## src/rtl/lrot_8_seq.sv

```systemverilog
// lrot_8_seq: sequential 8-bit left rotator with valid/ready handshake.
// Define LROT_8_SEQ_FAST_EN to load the full barrel result in one cycle.
module lrot_8_seq (
  input  logic       clk,
  input  logic       rst_n,
  input  logic [7:0] data,
  input  logic [2:0] sel,
  input  logic       in_valid,
  output logic       in_ready,
  output logic [7:0] out,
  output logic       out_valid,
  input  logic       out_ready
);
  typedef enum logic [1:0] {IDLE, ROT, DONE} state_t;
  state_t state, state_nx;
  logic [7:0] data_r;
  logic accept;
  assign accept    = (state == IDLE) && in_valid;
  assign in_ready  = state == IDLE;
  assign out_valid = state == DONE;
  assign out       = data_r;
`ifdef LROT_8_SEQ_FAST_EN
  logic [15:0] barrel;
  // upper byte of the doubled operand shifted left is the rotated value
  assign barrel = {data, data} << sel;
  always_comb begin
    state_nx = state;
    case (state)
      IDLE:    state_nx = in_valid ? DONE : IDLE;
      DONE:    state_nx = out_ready ? IDLE : DONE;
      default: state_nx = IDLE;
    endcase
  end
  always_ff @(posedge clk or negedge rst_n)
    if (!rst_n) begin
      state  <= IDLE;
      data_r <= '0;
    end else begin
      state <= state_nx;
      if (accept) data_r <= barrel[15:8];
    end
`else
  logic [2:0] cnt;
  always_comb begin
    state_nx = state;
    case (state)
      IDLE:    state_nx = in_valid ? (sel == 3'd0 ? DONE : ROT) : IDLE;
      ROT:     state_nx = cnt == 3'd1 ? DONE : ROT;
      DONE:    state_nx = out_ready ? IDLE : DONE;
      default: state_nx = IDLE;
    endcase
  end
  always_ff @(posedge clk or negedge rst_n)
    if (!rst_n) begin
      state  <= IDLE;
      data_r <= '0;
      cnt    <= '0;
    end else begin
      state <= state_nx;
      if (accept) begin
        data_r <= data;
        cnt    <= sel;
      end else if (state == ROT) begin
        data_r <= {data_r[6:0], data_r[7]};
        cnt    <= cnt - 3'd1;
      end
    end
`endif
endmodule
```

## config.mk

```make
export PLATFORM = sky130hd
export DESIGN_NAME = lrot_8_seq
export DESIGN_NICKNAME = d
export VERILOG_FILES = /design/src/rtl/lrot_8_seq.sv
export SDC_FILE = /design/constraint.sdc
export NUM_CORES = 1
export LEC_CHECK = 0
export ABC_AREA = 1
export BUFFER_PORTS_ARGS = -buffer_cell sky130_fd_sc_hd__buf_2
export CAP_MARGIN = 20
export CORE_MARGIN = 2
export CORE_UTILIZATION = 52
export DETAILED_ROUTE_END_ITERATION = 7
export GPL_TIMING_DRIVEN = 0
export PLACE_DENSITY_LB_ADDON = 0.15
export SYNTH_ARGS = -nofsm -noshare
export SYNTH_HDL_FRONTEND = slang
export SYNTH_SLANG_ARGS = --single-unit
```

## constraint.sdc

```tcl
create_clock -name clk -period 2.2 [get_ports clk]
set_input_delay 0.11 -clock clk [delete_from_list [all_inputs] [get_ports clk]]
set_output_delay 0.11 -clock clk [all_outputs]
set_load 0.02 [all_outputs]
```

Word level (Yosys, flattened, before mapping)
Cells that the tools add are included.
Word-level totals
  register bits: 13
  bits in latches: 0
  memory bits (writable): 0
  memory bits (read-only): 0
  input port bits: 15
  output and inout port bits: 10
  logic and storage cells: 20
  memories kept: 0
Cells by class
  add/subtract/negate cells: 1
  multiply operators: 0
  divide/modulo/power cells: 0
  $lt $le $gt $ge: 0
  equality and inequality tests: 3
  shifts and indexed selects: 0
  muxes and demuxes: 9
  bitwise gates (word level): 0
  reductions and logical operators: 4
Operators with widths (count)
  8-bit two-way mux: 2
  2-bit two-way mux: 4
  3-bit two-way mux: 2
  2-bit case mux with 3 select lines: 1
  3-bit by 1-bit == test with 1-bit output (second input constant): 1
  3-bit logical NOT: 1
  3-bit by 1-bit subtractor with 3-bit output (second input constant): 1
  2-bit by 1-bit == test with 1-bit output (second input constant): 1
  2-bit == test (second input constant): 1
  2-bit logical NOT: 1
  2-bit nonzero test: 1
  1-bit logical AND: 1

Longest topological paths before layout
Gate-level depths: netlist (run 1).
  word-level depth: 4
  mapped depth: 8
  depth with buffers taken out: 8

Least setup slack after synthesis (run 1)
No wires, ideal clock.
  path type: register -> register
  start point: register state[0]
  end point: register data_r[6] (netlist: out[6])
  library setup time: 0.116 ns
  arrival: 1.005 ns
  data required time: 2.084 ns
  path slack: 1.079 ns
  cell stages (with the launch flop): 7
  path buffers: 0
  period minus slack after synthesis: 1.121 ns
  cell sequence: dfrtp_1 nor2_4 nand2_2 inv_2 nand2_1 nand2_1 nand2_1
Between the ends
  word-level cells in the longest chain between the ends: 3
  elaborated cells between the ends (all ways): 5
  classes of those cells: 1 x eq/ne; 1 x mux; 3 x reduce/logical
Ends and longest elaborated chain
  start: declaration: RTL line 15  | state_t state, state_nx;
  start signal: assignment: RTL line 59  | state <= state_nx;
  2-bit logical NOT (*)
  named net in_ready: RTL line 9  | output logic in_ready,
  1-bit logical AND (*): RTL line 18  | assign accept = (state == IDLE) && in_valid;
  8-bit two-way mux or 2-bit nonzero test (tied branches)
  end signal: assignment: RTL line 61  | data_r <= data;
  end signal: assignment: RTL line 64  | data_r <= {data_r[6:0], data_r[7]};
  end: declaration: RTL line 16  | logic [7:0] data_r;
The timed path passes the listed nets; every way through them passes the cells marked *.
A chain may end at the register's enable or synchronous reset.

Worst setup path after layout (run 1)
  start point: register state[0]
  end point: output port in_ready
Between the ends
  word-level cells in the longest chain between the ends: 1
Ends and longest elaborated chain
  2-bit logical NOT: RTL line 19  | assign in_ready = state == IDLE;
  end: declaration: RTL line 9
No other way between the ends.

==> flow_metrics.env, run 1 <==
export IMPL_status="complete, no violations"
export IMPL_grt_pass1_wl_um=2930
export IMPL_dp_hpwl_um=1220
export IMPL_first_iter_violations=14
export IMPL_cpLargestDelayFamily="flip-flops"
export IMPL_clk_pin_slew_worst_paths_ps=90
export IMPL_cts_made_buffers=3
export IMPL_die_w_um=42.6
export IMPL_rsz0062_at_grt="false"
export IMPL_postCtsResizedCells=0
export IMPL_gp_congestion=0.766
export IMPL_worst_ep_arrival_time_ps=1090
export IMPL_antennaDiodeCount=0
export IMPL_design_portCount=25
export IMPL_required_ps=2090
export IMPL_ys_types=18
export IMPL_dieArea_mm2=0.00181
export IMPL_cts_tree="done"
export IMPL_yosysWarnings=0
export IMPL_area_growth_pct=22.8
export IMPL_nFillCells=130
export IMPL_path_class="reg2out"
export IMPL_placementRows=13
export IMPL_slowest_delay_ps=460
export IMPL_cp_depth=2
export IMPL_grt_max_degree=14
export IMPL_io_buffers=24
export IMPL_r2r_end="cnt[1]"
export IMPL_start_kind="flop"
export IMPL_clkLatencyLatePin_ps=280
export IMPL_critical_path_endpoint_type="primary output"
export IMPL_worst_hold_path_type="in2reg"
export IMPL_relSlewSlack_pct=80.3
export IMPL_r2r_start="state[0]"
export IMPL_timing_critical_path_to="in_ready"
export IMPL_fmax_mhz=834
export IMPL_die_h_um=42.6
export IMPL_overflow=0
export IMPL_ctsLongestPathBuffers=2
export IMPL_hold_start="data[3]"
export IMPL_finClkSkew_ps=3.94
export IMPL_avgSynthCellArea_um2=6.73
export IMPL_drt_pre_antenna_iters=4
export IMPL_final_common_cell="nand2_1"
export IMPL_routed_via_density=4.74
export IMPL_drive_gt1_share_pct=24.3
export IMPL_grtUsageTotal_pct=21.7
export IMPL_synth_fp_nets=132
export IMPL_netlist_area_um2=774
export IMPL_post_drt_wl_per_cell_um=9.96
export IMPL_worst_slack_ps=1000
export IMPL_r2r_slack_ps=1020
export IMPL_synth_seq_cells=13
export IMPL_crit_buf_inv=1
export IMPL_crit_start="state[0]"
export IMPL_clkSinkCount=13
export IMPL_first_global_vias=705
export IMPL_finalCriticalPeriod_ps=1200
export IMPL_coreArea_mm2=0.00135
export IMPL_postCtsHoldBufs=1
export IMPL_worst_pin_slew_ps=293
export IMPL_cp_slowest_cell="dfrtp_1"
export IMPL_leakagePower_nw=0.596
export IMPL_start_util_pct=57.4
export IMPL_antenna_found_initial=0
export IMPL_netlist_instances=115
export IMPL_h_tree_depth=1
export IMPL_via_count=754
export IMPL_reg2reg_depth=4
export IMPL_postCtsSetupRepairBufs=0
export IMPL_setup_viol=0
export IMPL_fin_nets=162
export IMPL_final_cell_mix="nand2_1, inv_1, buf_2, dfrtp_1, o21ai_1"
export IMPL_crit_chain="nor2_4 > buf_2"
export IMPL_root_buffer="clkbuf_4"
export IMPL_post_place_ws_ps=1010
export IMPL_wl_um=1580
export IMPL_ant_nets=0
export IMPL_vdd_drop_max_mv=0.802
export IMPL_yosysSeqAreaShare_pct=42.0
export IMPL_maxSlewViolCount=0
export IMPL_drc=0
export IMPL_crit_fanout=6
export IMPL_finalHoldViolations=0
export IMPL_period_share_pct=54.5
export IMPL_max_cap_viol_count=0
export IMPL_power_density_mw_per_mm2=1530
export IMPL_setup_tns_ps=0
## where the power goes
part | leakage, nW | internal [mW] | switching (mW) | total (mW)
sequential | 0.157 | 0.369 | 0.107 | 0.476
combinational | 0.422 | 0.306 | 0.524 | 0.831
clock | 0.0177 | 0.0675 | 0.0852 | 0.153
total | 0.596 | 0.743 | 0.716 | 1.46
## layout make-up
| cell class | instances | area (um2) | share of cell area [%] |
|---|---|---|---|
| Timing Repair Buffer | 25 | 130 | 13.7 |
| Sequential cell | 13 | 325 | 34.2 |
| Tap cell | 15 | 18.8 | 1.97 |
| Multi-Input combinational cell | 72 | 324 | 34.1 |
| Inverter | 27 | 101 | 10.7 |
| Buffer | 3 | 23.8 | 2.50 |
| Clock buffer | 3 | 22.5 | 2.37 |
| Clock inverter | 1 | 5.00 | 0.526 |
## routing by layer
layer / global-route usage, % / vias to the layer above / share of wire, %
li1: - / 399 / -
met1: 27.5 / 331 / 43
met2: 36.0 / 22 / 50
met3: 6.47 / 2 / 5.8
met4: 5.63 / 0 / 1.1
met5: 0 / - / 0
## kinds of logic after synthesis
| group | synth area share [%] |
|---|---|
| buffers and inverters | 16.2 |
| adders and majority gates | 3.23 |
| DFF | 42.0 |
| and+or+nand+nor | 30.7 |
| AOI/OAI and AO/OA | 7.91 |
## worst min-delay path by stage
| stage | end | slack, ps | depth (start not counted) |
|---|---|---|---|
| 3_3_place_gp | out[0] | 10 | 1 |
| 6_report | out[3] | 90 | 5 |
| 3_5_place_dp | out[0] | 20 | 1 |
| 5_1_grt | state[1] | 110 | 4 |
| 2_1_floorplan | cnt[0] | -190 | 0 |
| 4_1_cts | out[3] | 90 | 5 |
## per-stage QoR
stage / power [mW] / hold WS, ps / cells / utilization [%] / area (um2)
final: 1.46 / 92.2 / 159 / 70.4 / 951
after global routing: 1.62 / 108 / 159 / 70.4 / 951
after global placement: 1.30 / 14.3 / 154 / 67.7 / 913
after detailed placement: 1.32 / 17.9 / 154 / 67.7 / 913
after floorplan: 1.09 / -186 / 115 / - / 774
after CTS: 1.48 / 91.3 / 159 / 70.4 / 951
## flip-flops by register name, indices dropped and copies added (netlist names)
name and flops:
out 8, state 2, cnt 3
## worst min-delay path, stage by stage
cell     delay (ps)
buf_2            70
inv_1            30
nand2_1          50
nand2_1          40
nand2_1          40
## Yosys cell counts, drive strengths merged
cell,n,share of area (%)
nand2,49,24
inv,27,13
dfrtp,13,42
o21ai,10,6.5
buf,3,3.1
nand3,3,1.9
nor2,3,2.4
ha,2,3.2
nor3,2,1.3
a21oi,1,0.65
nand3b,1,0.97
o22ai,1,0.81
Power figures use the tool's default switching activity.
==> run 2, diff against run 1 <==
Settings changed: ABC_AREA 1 to 0, CORE_UTILIZATION 52 to 44.
Clock period 2.2 ns to 1.05 ns, I/O delays scaled along.
==> flow_metrics.env, run 2 <==
export IMPL_status="finished, violations left"
export IMPL_violations="setup timing"
export IMPL_finClkSkew_ps=1.11
export IMPL_yosysMostFrequentCell="dfrtp_1"
export IMPL_leakagePower_nw=0.562
export IMPL_post_drt_wl_per_cell_um=15.9
export IMPL_r2r_end="out[7]"
export IMPL_required_ps=1000
export IMPL_reg2reg_depth=5
export IMPL_maxSlewViolCount=0
export IMPL_grtUsageTotal_pct=21.9
export IMPL_overflow=0
export IMPL_area_growth_pct=49.7
export IMPL_yosysSeqAreaShare_pct=41.8
export IMPL_synth_common_cells="dfrtp_1, a21oi_1, o21ai_0"
export IMPL_worst_slack_ps=-160
export IMPL_netlist_area_um2=778
export IMPL_ys_async_sr_fraction_pct=100
export IMPL_slowest_delay_ps=460
export IMPL_wl_um=2240
export IMPL_rsz0062_at_grt="true"
export IMPL_path_class="reg2out"
export IMPL_clkSinkCount=13
export IMPL_cpLargestDelayFamily="flip-flops"
export IMPL_crit_chain="buf_8 > and2b_1 > buf_6"
export IMPL_hold_path_end="out[0]"
export IMPL_routed_via_density=5.48
export IMPL_ctsLongestPathBuffers=2
export IMPL_start_util_pct=46.1
export IMPL_worst_ep_arrival_time_ps=1160
export IMPL_worst_pin_slew_ps=339
export IMPL_total_power_mw=3.83
export IMPL_first_iter_violations=11
export IMPL_critical_path_endpoint_type="primary output"
export IMPL_clkLatencyLatePin_ps=280
export IMPL_drc=0
export IMPL_grt_max_degree=14
export IMPL_gp_congestion=0.743
export IMPL_drt_pre_antenna_iters=4
export IMPL_yosysTopAreaCell="dfrtp_1"
export IMPL_finalHoldViolations=0
export IMPL_dp_hpwl_um=1270
export IMPL_coreArea_mm2=0.00169
export IMPL_fin_nets=142
export IMPL_nFillCells=137
export IMPL_vdd_drop_max_mv=1.65
export IMPL_power_density_mw_per_mm2=3280
export IMPL_r2r_slack_ps=-130
export IMPL_h_tree_depth=1
export IMPL_ant_nets=0
export IMPL_relSlewSlack_pct=77.2
export IMPL_drive_gt1_share_pct=52.4
export IMPL_ys_types=21
export IMPL_cp_slowest_cell="dfrtp_2"
export IMPL_hold_path_depth=3
export IMPL_r2r_start="state[1]"
export IMPL_clk_pin_slew_worst_paths_ps=90
export IMPL_finalCriticalPeriod_ps=1210
export IMPL_final_common_cell="buf_2"
export IMPL_setup_tns_ps=-1650
export IMPL_synthFlopType="dfrtp_1"
export IMPL_synth_edf_count=0
export IMPL_netlist_instances=81
export IMPL_placementRows=15
export IMPL_crit_fanout=4
export IMPL_grt_pass1_wl_um=3260
export IMPL_dpl_cell_area_um2=938
export IMPL_cts_made_buffers=3
export IMPL_first_global_vias=699
export IMPL_hold_start="data[0]"
export IMPL_root_buffer="clkbuf_4"
export IMPL_yosysWarnings=0
export IMPL_final_cell_mix="buf_2, o21ai_1, buf_4, dfrtp_1"
export IMPL_synth_area_leaders="dfrtp_1, a22oi_1, a21oi_1"
export IMPL_die_h_um=46.1
export IMPL_antennaDiodeCount=0
export IMPL_synth_fp_nets=98
export IMPL_yosysTopAreaCellShare_pct=41.8
export IMPL_crit_buf_inv=2
export IMPL_via_count=773
export IMPL_avgSynthCellArea_um2=9.61
export IMPL_antenna_found_initial=0
export IMPL_io_buffers=24
export IMPL_cts_tree="done"
export IMPL_synth_seq_cells=13
export IMPL_final_area_mm2=0.00116
export IMPL_worst_hold_path_type="in2reg"
export IMPL_final_core_util_pct=69.0
export IMPL_die_w_um=46.1
export IMPL_max_cap_viol_count=0
export IMPL_dieArea_mm2=0.00212
export IMPL_period_share_pct=115
export IMPL_start_kind="flop"
export IMPL_fmax_mhz=826
export IMPL_setup_viol=15
export IMPL_largest_register_ff_count=8
export IMPL_design_portCount=25
-- run 2: cell count changes after synthesis, sizes merged, moves of 2 or more --
| cell | previous run | this run |
|---|---|---|
| a21oi | 1 | 11 |
| a22oi | 0 | 9 |
| a2bb2oi | 0 | 2 |
| and2b | 0 | 4 |
| buf | 3 | 5 |
| inv | 27 | 4 |
| nand2 | 49 | 0 |
| nand3 | 3 | 0 |
| nor2 | 3 | 1 |
| nor2b | 0 | 10 |
| o21ai | 10 | 13 |
-- run 2: timing repair --
action | CTS | global route
gates cloned | 2 | 0
buffers inserted | 7 | 6
gates resized for setup | 23 | 15
hold buffers | 1 | 0
pin swaps | 0 | 19
setup endpoints to repair | 15 | 15
hold endpoints to repair | 13 | 0
-- run 2: report_power, final --
part / internal [mW] / switching [mW]
sequential: 0.757 / 0.269
clock: 0.148 / 0.183
combinational: 1.28 / 1.19
total: 2.18 / 1.64
-- run 2: per-layer routing --
layer / share of wire, % / track usage [%] / routed length, um
met5: 0 / 0 / 0
met3: 3.4 / 3.14 / 75
met4: 1.4 / 6.86 / 31
met2: 46 / 35.6 / 1030
met1: 49 / 30.0 / 1100
-- run 2: worst reg2reg max path, stage by stage, from the launching register on --
cell	delay [ps]
dfrtp_2	460
buf_6	140
nor2b_4	160
buf_6	150
a21oi_2	50
o21ai_1	150
-- run 2: per-stage QoR --
stage	instances	worst slack [ps]	hold WS [ps]
2_1_floorplan	81	-43.1	-243
3_3_place_gp	122	-101	-35.6
3_5_place_dp	122	-109	-37.0
4_1_cts	136	-190	37.8
5_1_grt	141	-187	58.5
6_report	141	-160	50.3
-- run 2: area by class of cell --
class	instances	area (um2)	area share, %
flip-flops and latches	13	328	28.1
inverters	4	15.0	1.29
multi-input cells	58	447	38.3
repair buffers	40	270	23.2
plain buffers	5	57.6	4.94
well taps	17	21.3	1.83
clock buffers	4	26.3	2.26
-- run 2: cell families (layout without fill, tap and decap cells) --
logic type / after synthesis / after routing / synth area share [%]
compound gates: 36 / 36 / 27.5
fa+ha+maj: 2 / 2 / 3.21
buf+inv: 10 / 53 / 8.04
flops: 13 / 13 / 41.8
mux: 1 / 1 / 1.29
simple gates: 19 / 19 / 18.2
-- run 2: worst max-delay path by stage --
| stage | from | cells after the start | endpoint |
|---|---|---|---|
| 3_5_place_dp | cnt[0] | 5 | cnt[2] |
| 4_1_cts | state[1] | 4 | out_valid |
| 5_1_grt | state[1] | 3 | out_valid |
| 6_report | state[1] | 3 | out_valid |
| 3_3_place_gp | state[0] | 3 | in_ready |
| 2_1_floorplan | cnt[0] | 5 | cnt[2] |
